===== src/rtl/simon_pkg.sv =====
`default_nettype none
// +--------------------------------------------------------------------------+
// | simon_pkg                                                                |
// | Shared constants, types and helpers for the Simon key-schedule block.    |
// | Revision: 1.0                                                            |
// +--------------------------------------------------------------------------+
package simon_pkg;

  // Character j of each z-sequence (counted from the left) lives at bit 61-j.
  localparam logic [61:0] Z0 = 62'b11111010001001010110000111001101111101000100101011000011100110;
  localparam logic [61:0] Z1 = 62'b10001110111110010011000010110101000111011111001001100001011010;
  localparam logic [61:0] Z2 = 62'b10101111011100000011010010011000101000010001111110010110110011;
  localparam logic [61:0] Z3 = 62'b11011011101011000110010111100000010010001010011100110100001111;
  localparam logic [61:0] Z4 = 62'b11010001111001101011011000100000010111000011001010010011101111;

  typedef enum logic [1:0] {
    ST_IDLE   = 2'd0,
    ST_LOAD   = 2'd1,
    ST_EXPAND = 2'd2
  } state_e;

  function automatic logic [61:0] z_seq(input int sel);
    case (sel)
      0:       return Z0;
      1:       return Z1;
      2:       return Z2;
      3:       return Z3;
      default: return Z4;
    endcase
  endfunction

  // Word width / key word pairs that exist in the Simon family.
  function automatic bit legal_cfg(input int w, input int m);
    case (w)
      16:      return (m == 4);
      24:      return (m == 3) || (m == 4);
      32:      return (m == 3) || (m == 4);
      48:      return (m == 2) || (m == 3);
      64:      return (m == 2) || (m == 3) || (m == 4);
      default: return 1'b0;
    endcase
  endfunction

  function automatic logic [63:0] ror(input logic [63:0] x, input int amt, input int w);
    logic [63:0] mask;
    logic [63:0] v;
    mask = (w >= 64) ? '1 : ((64'd1 << w) - 64'd1);
    v    = x & mask;
    return ((v >> amt) | (v << (w - amt))) & mask;
  endfunction

endpackage
`default_nettype wire


===== src/rtl/simon_ks_round.sv =====
`default_nettype none
// +--------------------------------------------------------------------------+
// | simon_ks_round                                                           |
// | Combinational Simon key-schedule step: derives k[i] from the window.     |
// | Revision: 1.0                                                            |
// +--------------------------------------------------------------------------+
module simon_ks_round
  import simon_pkg::*;
#(
  parameter int WORD_W    = 32,
  parameter int KEY_WORDS = 4
) (
  input  logic [WORD_W-1:0] k_im1_i,
  input  logic [WORD_W-1:0] k_im3_i,
  input  logic [WORD_W-1:0] k_im_i,
  input  logic              z_i,
  output logic [WORD_W-1:0] k_o
);

  logic [WORD_W-1:0] w_k3_mask;
  logic [WORD_W-1:0] w_tmp;

  // k[i-3] only participates for four-word keys.
  assign w_k3_mask = (KEY_WORDS == 4) ? '1 : '0;
  assign w_tmp     = WORD_W'(ror(64'(k_im1_i), 3, WORD_W)) ^ (k_im3_i & w_k3_mask);
  assign k_o       = ~k_im_i ^ w_tmp ^ WORD_W'(ror(64'(w_tmp), 1, WORD_W))
                     ^ WORD_W'(3) ^ WORD_W'(z_i);

endmodule
`default_nettype wire


===== src/rtl/simon_key_expand.sv =====
`default_nettype none
// +--------------------------------------------------------------------------+
// | simon_key_expand                                                         |
// | Simon round-key expansion into a buffer with a registered read port.     |
// | Optional stream port: define SIMON_KS_STREAM_EN.                         |
// | Revision: 1.0                                                            |
// +--------------------------------------------------------------------------+
module simon_key_expand
  import simon_pkg::*;
#(
  parameter int WORD_W    = 32,
  parameter int KEY_WORDS = 4,
  parameter int ROUNDS    = 44,
  parameter int Z_SEL     = 3,
  parameter int IDX_W     = $clog2(ROUNDS)
) (
  input  logic                        clk,
  input  logic                        rstn,
  input  logic                        start,
  input  logic [KEY_WORDS*WORD_W-1:0] key_in,
  output logic                        busy,
  output logic                        done,
  output logic                        keys_valid,
  input  logic [IDX_W-1:0]            rd_addr,
  output logic [WORD_W-1:0]           rd_data
`ifdef SIMON_KS_STREAM_EN
  ,
  output logic                        rk_valid,
  input  logic                        rk_ready,
  output logic [WORD_W-1:0]           rk_data,
  output logic [IDX_W-1:0]            rk_idx
`endif
);

  localparam logic [61:0]      C_Z         = z_seq(Z_SEL);
  localparam logic [IDX_W-1:0] C_LAST_LOAD = IDX_W'(KEY_WORDS - 1);
  localparam logic [IDX_W-1:0] C_LAST      = IDX_W'(ROUNDS - 1);
  localparam int               WIN_AW      = (KEY_WORDS > 1) ? $clog2(KEY_WORDS) : 1;

  if (!legal_cfg(WORD_W, KEY_WORDS)) begin : g_bad_word_cfg
    $error("simon_key_expand: illegal WORD_W/KEY_WORDS combination");
  end
  if (ROUNDS <= KEY_WORDS) begin : g_bad_rounds
    $error("simon_key_expand: ROUNDS must exceed KEY_WORDS");
  end
  if ((Z_SEL < 0) || (Z_SEL > 4)) begin : g_bad_zsel
    $error("simon_key_expand: Z_SEL must be 0..4");
  end

  state_e              state_q, state_d;
  logic [WORD_W-1:0]   win_q [KEY_WORDS];
  logic [WORD_W-1:0]   win_d [KEY_WORDS];
  logic [IDX_W-1:0]    idx_q, idx_d;
  logic [5:0]          zcnt_q, zcnt_d;
  logic                busy_q, busy_d;
  logic                done_q, done_d;
  logic                kv_q, kv_d;
  logic [WORD_W-1:0]   rd_data_q;
  logic [WORD_W-1:0]   rk_buf_q [ROUNDS];

  logic                w_rk_ready;
  logic                w_adv;
  logic                w_zbit;
  logic [WORD_W-1:0]   w_k_im3;
  logic [WORD_W-1:0]   w_next_word;
  logic [WORD_W-1:0]   w_cur_word;
  logic [WIN_AW-1:0]   w_win_sel;

`ifdef SIMON_KS_STREAM_EN
  assign w_rk_ready = rk_ready;
  assign rk_valid   = (state_q != ST_IDLE);
  assign rk_data    = w_cur_word;
  assign rk_idx     = idx_q;
`else
  assign w_rk_ready = 1'b1;
`endif

  if (KEY_WORDS == 4) begin : g_k3_tap
    assign w_k_im3 = win_q[1];
  end else begin : g_k3_none
    assign w_k_im3 = win_q[0];
  end

  assign w_adv     = (state_q != ST_IDLE) && w_rk_ready;
  assign w_zbit    = C_Z[6'd61 - zcnt_q];
  assign w_win_sel = idx_q[WIN_AW-1:0];

  simon_ks_round #(
    .WORD_W    (WORD_W),
    .KEY_WORDS (KEY_WORDS)
  ) u_round (
    .k_im1_i (win_q[KEY_WORDS-1]),
    .k_im3_i (w_k_im3),
    .k_im_i  (win_q[0]),
    .z_i     (w_zbit),
    .k_o     (w_next_word)
  );

  // During LOAD the master-key words pass straight from the window.
  assign w_cur_word = (state_q == ST_LOAD) ? win_q[w_win_sel] : w_next_word;

  always_comb begin
    state_d = state_q;
    win_d   = win_q;
    idx_d   = idx_q;
    zcnt_d  = zcnt_q;
    busy_d  = busy_q;
    done_d  = 1'b0;
    kv_d    = kv_q;
    case (state_q)
      ST_IDLE: begin
        if (start && !done_q) begin
          state_d = ST_LOAD;
          for (int j = 0; j < KEY_WORDS; j++) begin
            win_d[j] = key_in[j*WORD_W +: WORD_W];
          end
          idx_d  = '0;
          zcnt_d = '0;
          kv_d   = 1'b0;
          busy_d = 1'b1;
        end
      end
      ST_LOAD: begin
        if (w_adv) begin
          idx_d = idx_q + 1'b1;
          if (idx_q == C_LAST_LOAD) begin
            state_d = ST_EXPAND;
          end
        end
      end
      ST_EXPAND: begin
        if (w_adv) begin
          for (int j = 0; j < KEY_WORDS - 1; j++) begin
            win_d[j] = win_q[j+1];
          end
          win_d[KEY_WORDS-1] = w_next_word;
          zcnt_d = (zcnt_q == 6'd61) ? 6'd0 : zcnt_q + 6'd1;
          idx_d  = idx_q + 1'b1;
          if (idx_q == C_LAST) begin
            state_d = ST_IDLE;
            idx_d   = '0;
            done_d  = 1'b1;
            busy_d  = 1'b0;
            kv_d    = 1'b1;
          end
        end
      end
      default: begin
        state_d = ST_IDLE;
      end
    endcase
  end

  always_ff @(posedge clk or negedge rstn) begin
    if (!rstn) begin
      state_q <= ST_IDLE;
      for (int j = 0; j < KEY_WORDS; j++) begin
        win_q[j] <= '0;
      end
      idx_q  <= '0;
      zcnt_q <= '0;
      busy_q <= 1'b0;
      done_q <= 1'b0;
      kv_q   <= 1'b0;
    end else begin
      state_q <= state_d;
      win_q   <= win_d;
      idx_q   <= idx_d;
      zcnt_q  <= zcnt_d;
      busy_q  <= busy_d;
      done_q  <= done_d;
      kv_q    <= kv_d;
    end
  end

  always_ff @(posedge clk) begin
    if (w_adv) begin
      rk_buf_q[idx_q] <= w_cur_word;
    end
  end

  always_ff @(posedge clk or negedge rstn) begin
    if (!rstn) begin
      rd_data_q <= '0;
    end else if (int'(rd_addr) < ROUNDS) begin
      rd_data_q <= rk_buf_q[rd_addr];
    end else begin
      rd_data_q <= '0;
    end
  end

  assign busy       = busy_q;
  assign done       = done_q;
  assign keys_valid = kv_q;
  assign rd_data    = rd_data_q;

endmodule
`default_nettype wire


===== config.mk =====
export PLATFORM = sky130hd
export DESIGN_NAME = simon_key_expand
export DESIGN_NICKNAME = d
export VERILOG_FILES = /design/src/rtl/simon_pkg.sv /design/src/rtl/simon_ks_round.sv /design/src/rtl/simon_key_expand.sv
export SDC_FILE = /design/constraint.sdc
export NUM_CORES = 2
export LEC_CHECK = 0
export CAP_MARGIN = 10
export CORE_MARGIN = 5
export CORE_UTILIZATION = 50
export CTS_CLUSTER_DIAMETER = 60
export DETAILED_ROUTE_END_ITERATION = 6
export PLACE_DENSITY = 0.74
export SLEW_MARGIN = 20
export SYNTH_ARGS = -nofsm -noshare
export SYNTH_HDL_FRONTEND = slang
export SYNTH_SLANG_ARGS = --single-unit

===== constraint.sdc =====
create_clock -name clk -period 4.45 [get_ports clk]
set_input_delay 1.335 -clock clk [delete_from_list [all_inputs] [get_ports clk]]
set_output_delay 1.335 -clock clk [all_outputs]
set_load 0.02 [all_outputs]

Word level (Yosys, flattened, before mapping)
Memory sizes are Yosys's and may differ from the RTL's.
Index checks and enable logic that the tools add are counted.
Word-level totals
  memories kept: 2
  RAM bits: 1408
  bits in read-only memories: 64
  bits in registers: 177
Memories
  rk_buf_q: words 44, bits a word 32, read ports 1, clocked after Yosys merged registers in 0, write ports 1, RTL line simon_key_expand.sv:59  | logic [WORD_W-1:0] rk_buf_q [ROUNDS];
  (name not given): words 64, bits a word 1, read ports 1, clocked after Yosys merged registers in 0, write ports 0, RTL line simon_key_expand.sv:85  | assign w_zbit = C_Z[6'd61 - zcnt_q];
Operators by class
  reductions and logical operators: 10
  mux-type cells: 36
  $add $sub $neg: 3
  equal/unequal tests: 10
  $lt $le $gt $ge: 3
  bitwise logic cells: 9
Operators with widths (number)
  2-to-1 mux 128 bit: 2
  case mux 128 bit (2 select lines): 1
  2-to-1 mux 32 bit: 4
  XOR 32 bit: 3
  binary-select mux 32 bit (select 2 bit): 1
  2-to-1 mux 6 bit: 6
  NOT 32 bit: 1
  OR 29 x 32 -> 32 bit: 1
  OR 31 x 32 -> 32 bit: 1
  XOR 32 x 1 -> 32 bit: 1
  case mux 6 bit (3 select lines): 1
  adder 6 x 1 -> 6 bit (second input constant): 2
  == test 6 bit (second input constant): 2
  2-to-1 mux 1 bit: 12
  case mux 6 bit (2 select lines): 1
  2-to-1 mux 2 bit: 5
  inequality test 2 bit (second input constant): 4
  AND reduction 4 bit: 2
  less-than comparator 6 x 7 -> 1 bit (second input constant): 1
  == test 6 x 2 -> 1 bit (second input constant): 1
  less-than comparator 6 bit (second input constant): 1
  case mux 2 bit (3 select lines): 1
  subtractor 6 bit (first input constant): 1
  AND reduction 5 bit: 1
  13 further kinds: 15

Longest topological paths before layout
  depth in word-level cells: 8
  gate-level depth with buffers: 11
  depth with buffers taken out: 8

Cells and area by module
From an unflattened synthesis, not the netlist that was laid out.
Second synthesis, totals
  cells, all modules: 3300
  area, all modules: 63996.4 um^2
Modules (own cells, without submodules)
  simon_key_expand: times used 1, area an instance 62909.1 um^2, sequential area each 46709.8 um^2, cells an instance 3233
  simon_ks_round: times used 1, area an instance 1087.3 um^2, sequential area each 0.0 um^2, cells an instance 67

Least setup slack after synthesis
Ideal clock, no wire load.
  kind: register -> register
  from: register state_q[1]
  to: memory rk_buf_q[0][1], data pin
  setup slack: 1031 ps
  path buffers: 2
  stages on the path, launching flop included: 6
  period minus slack after synthesis: 3419 ps
  data required time: 3903 ps
  arrival: 2872 ps
  cells stage by stage: dfrtp_1 -> inv_1 -> ha_1 -> buf_1 -> clkbuf_1 -> o21ai_0
Between the ends
  word-level cells in the longest chain between the ends: 2
RTL lines
  from (decl): RTL line simon_key_expand.sv:50  | state_e state_q, state_d;
  from (signal assigned): RTL line simon_key_expand.sv:166  | state_q <= state_d;
  == test 2 x 1 -> 1 bit: RTL line simon_key_expand.sv:100  | assign w_cur_word = (state_q == ST_LOAD) ? win_q[w_win_sel] : w_next_word;
  2-to-1 mux 32 bit: RTL line simon_key_expand.sv:100
  via w_cur_word[1]: RTL line simon_key_expand.sv:66  | logic [WORD_W-1:0] w_cur_word;
  to (decl): RTL line simon_key_expand.sv:59
The timed path passes the listed nets, and every way through them passes these cells.

Worst setup path after layout
  from: register rd_data_q[31] (netlist: rd_data[31])
  to: output rd_data[31]
RTL lines
  from (decl): RTL line simon_key_expand.sv:58  | logic [WORD_W-1:0] rd_data_q;
  from (signal assigned): RTL line simon_key_expand.sv:186  | rd_data_q <= rk_buf_q[rd_addr];
  to (decl): RTL line simon_key_expand.sv:25  | output logic [WORD_W-1:0] rd_data
No word-level cell between the ends.

==> summary.md <==
| Metric | Value |
|---|---|
| Main area contributors after synthesis | `edfxtp_1, mux4_2, dfrtp_1, mux2i_1, o21ai_0` |
| Hpwl dp | `approximately 90000 um` |
| Critical path's largest stage delay | `~700 ps` |
| Tot GR Track Use | `roughly 23%` |
| RSZ-0062 raised after global routing | `no` |
| Cell with the most instances after synthesis | `edfxtp_1` |
| Internal | `about 37 mW` |
| Final Critical Period | `3310 ps` |
| Share of cells above drive strength 1 | `between 20% and 30%` |
| Psw | `18.5 mW` |
| Critical path depth | `1` |
| DR iter-0 viols | `between 3000 and 4000` |
| Setup Buffers After CTS | `0` |
| Number of I/O port buffers | `approximately 170` |
| Peak supply drop | `approximately 1 mV` |
| Crit start category | `flop` |
| Vias in the first global route | `around 33000` |
| Hold_buf cts | `0` |
| Hold depth | `2` |
| Synthesized Nets | `between 3000 and 4000` |
| Seq/Total Area, Yosys | `between 70% and 80%` |
| Die area | `roughly 0.13 mm2` |
| I/O pin cnt | `172` |
| First-pass GRT wire length | `about 220000 um` |
| Yosys warnings | `0` |
| Synth Flop Type | `edfxtp_1` |
| Routed WL | `about 150000 um` |
| Post-synth top area share | `~66%` |
| Part of the power in the clock network | `about 23%` |
| Sw Ratio | `approximately a third` |
| Max_cap viols | `0` |
| Routed Antenna Nets | `0` |
| Synth Cell Area | `0.0639 mm2` |
| Setup Crit Path Kind | `reg -> out` |
| Yosys cell types | `52` |
| Core ar. | `around 0.13 mm2` |
| Max Slew Vio Count | `0` |
| Initial antenna violation count | `6` |
| Area occupied by multi-input gates | `0.0165 mm2` |
| Post-route setup slack | `approximately 1100 ps` |
| Clock skew | `roughly 26 ps` |
| Largest area contributor in the netlist | `edfxtp_1` |
| Hold Fails Final Rpt | `0` |
| Worst Path Arrival | `1980 ps` |
| Clk slew on worst S/H paths | `about 60 ps` |
| Top cells by count, synth | `edfxtp_1, mux4_2, mux2i_1` |
| CP delay by family, top | `buffers and inverters` |
| Met2 WL | `between 70000 and 80000 um` |
| # diodes | `0` |
| Max stage delay cell, worst path | `clkdlybuf4s50_1` |
| Period Utilization, post-route | `between 70% and 80%` |
| Status | `completed` |
| Post-cts sizing count | `0` |
| Die Ht | `367 um` |
| Buf/Inv on CP | `1` |
| Floorplan die width | `367 um` |
| Pwr Density | `about 760 mW/mm2` |
| Vias post-DR | `approximately 33000` |
| Final instance area | `0.0732 mm2` |
| Placed cell area | `around 0.07 mm2` |
| WHS | `around 510 ps` |
| Met3 wire length | `14700 um` |
| Root Buffer | `clkbuf_16` |
| Clk_lat worst skew | `roughly 770 ps` |
| Drt pass-1 iters | `5` |
| CTS sink cnt | `approximately 1600` |
| Comb pwr share | `about 28%` |
| Setup violators final | `0` |
| Max-slew headroom | `between 20% and 30%` |
| Seq. cell area | `0.0467 mm2` |
| CTS tree | `done` |
| Total CTS buffers | `about 150` |
| Hold WC Path Type | `reg -> reg` |
| Critical path required time | `~3100 ps` |
| Number of fill cells | `~9100` |
| Met1 Wirelength | `roughly 60000 um` |
| Leakage | `24.1 nW` |
| Max Fclk | `approximately 300 MHz` |
| Largest net degree at the start of global routing | `143` |
| H-tree Lvls | `4` |
| Grt total ovfl | `0` |
| Starting Density | `50.2%` |
| Setup TNS | `0 ps` |
| P&R area growth vs syn | `14.7%` |
| Reg2Reg Depth | `6` |
| Synth async-reset ratio | `roughly 11%` |
| Post-Syn Instances | `around 3300` |
| Row count | `roughly 130` |
| Routability cong. | `0.810` |
| Syn avg cell area | `just under 20 um2` |
| Routed WL per cell | `28.6 um` |
| CP cell instances | `clkdlybuf4s50_1` |
| #FFs+latches synth | `~1600` |
| Post-synth EDFFs | `around 1400` |
| Residual DRC | `0` |
| Uppermost layer routed | `met5` |
| Average vias per placed instance | `~6.1` |
| Worst Tran Pin Value | `roughly 1100 ps` |
| Clock Tree Buf Depth | `3` |
| Layout Nets | `~3700` |
| Final total power | `between 50 and 60 mW` |
| Place WS | `335 ps` |
| Seq pwr share | `between 40% and 50%` |
| Crit-path max FO | `1` |
| Element type at the critical path end | `output port` |
-- cell families after synthesis --
logic type | count (synthesis) | share of synthesized area, %
AND/OR/NAND/NOR | 345 | 2.28
flip-flops | 1585 | 73.1
multiplexers | 694 | 18.2
buffers and inverters | 205 | 1.55
XOR/XNOR | 105 | 1.44
adder cells (fa/ha/maj) | 16 | 0.313
AO/OA/AOI/OAI | 333 | 3.04
-- stage by stage --
step	utilization (%)	std cells
2_1_floorplan	-	3283
3_3_place_gp	53.8	5049
3_5_place_dp	53.8	5049
4_1_cts	57.6	5329
5_1_grt	57.6	5329
6_report	57.6	5329
-- sequential cells by signal, indices dropped and copies added (netlist names) --
signal / flops
rd_data: 32
busy: 1
w_k_im3: 32
rk_buf_q: 1408
keys_valid: 1
win_q: 96
state_q: 2
idx_q: 6
done: 1
zcnt_q: 6
-- final timing paths --
| path | from | endpoint | slack, ps |
|---|---|---|---|
| setup reg to reg | state_q[0] | rk_buf_q[10][24] | 1380 |
| setup / recovery | rd_data[31] | rd_data[31] | 1140 |
| hold reg to reg | win_q[55] | win_q[55] | 510 |
| max in group asynchronous | rstn | rd_data[27] | 2680 |
| hold / removal | win_q[55] | win_q[55] | 510 |
| min in group asynchronous | rstn | win_q[41] | 650 |
-- layer usage --
layer | GRT usage, % | vias to the layer above
li1 | - | 13700
met1 | 31.1 | 16900
met2 | 35.9 | 1681
met3 | 5.27 | 275
met4 | 7.55 | 6
met5 | 0 | -
-- cell type report --
cell class | instances | share of cell area, %
Clock inverter | 79 | 0.989
Clock buffer | 201 | 5.63
Sequential cell | 1585 | 63.8
Tap cell | 1662 | 2.84
Multi-Input combinational cell | 1493 | 22.6
Timing Repair Buffer | 296 | 4.14
Inverter | 13 | 0.0666
-- worst reg2reg max path: stages (launching register included) --
cell     delay, ps
dfrtp_1        370
inv_1          110
ha_1           400
nor2_1         310
nand2_1        450
nor2_4         540
buf_4          490
-- power by group through the flow --
stage,clock (mW),combinational (mW),sequential (mW)
6_report,12.6,15.6,27.3
5_1_grt,13.4,16.7,27.4
4_1_cts,12.8,15.4,27.3
3_5_place_dp,0,15.4,27.6
3_3_place_gp,0,14.8,27.5
2_1_floorplan,0,9.10,27.1
-- layout by cell type (no fill, tap or decap), types with 4 or more instances in the layout --
cell	count
xor2_1	36
inv_6	5
nand2b_1	7
a22oi_1	31
xnor2_1	69
mux4_2	368
a211o_1	6
nand2_1	200
clkinvlp_4	6
nor2b_1	18
inv_1	13
nand3_1	10
o21ai_0	195
nor2_1	40
a221o_1	12
dfrtp_1	175
buf_4	96
o22ai_1	19
clkbuf_16	157
edfxtp_1	1408
clkdlybuf4s50_1	166
clkbuf_1	41
buf_12	29
a21oi_1	45
ha_1	14
bufinv_16	11
mux2_2	78
mux2i_1	247
clkinv_1	29
a221oi_1	12
clkinv_8	4
clkbuf_8	4
or3b_2	4
nor2_4	44
clkinv_2	21
(Power assumes the default switching activity.)
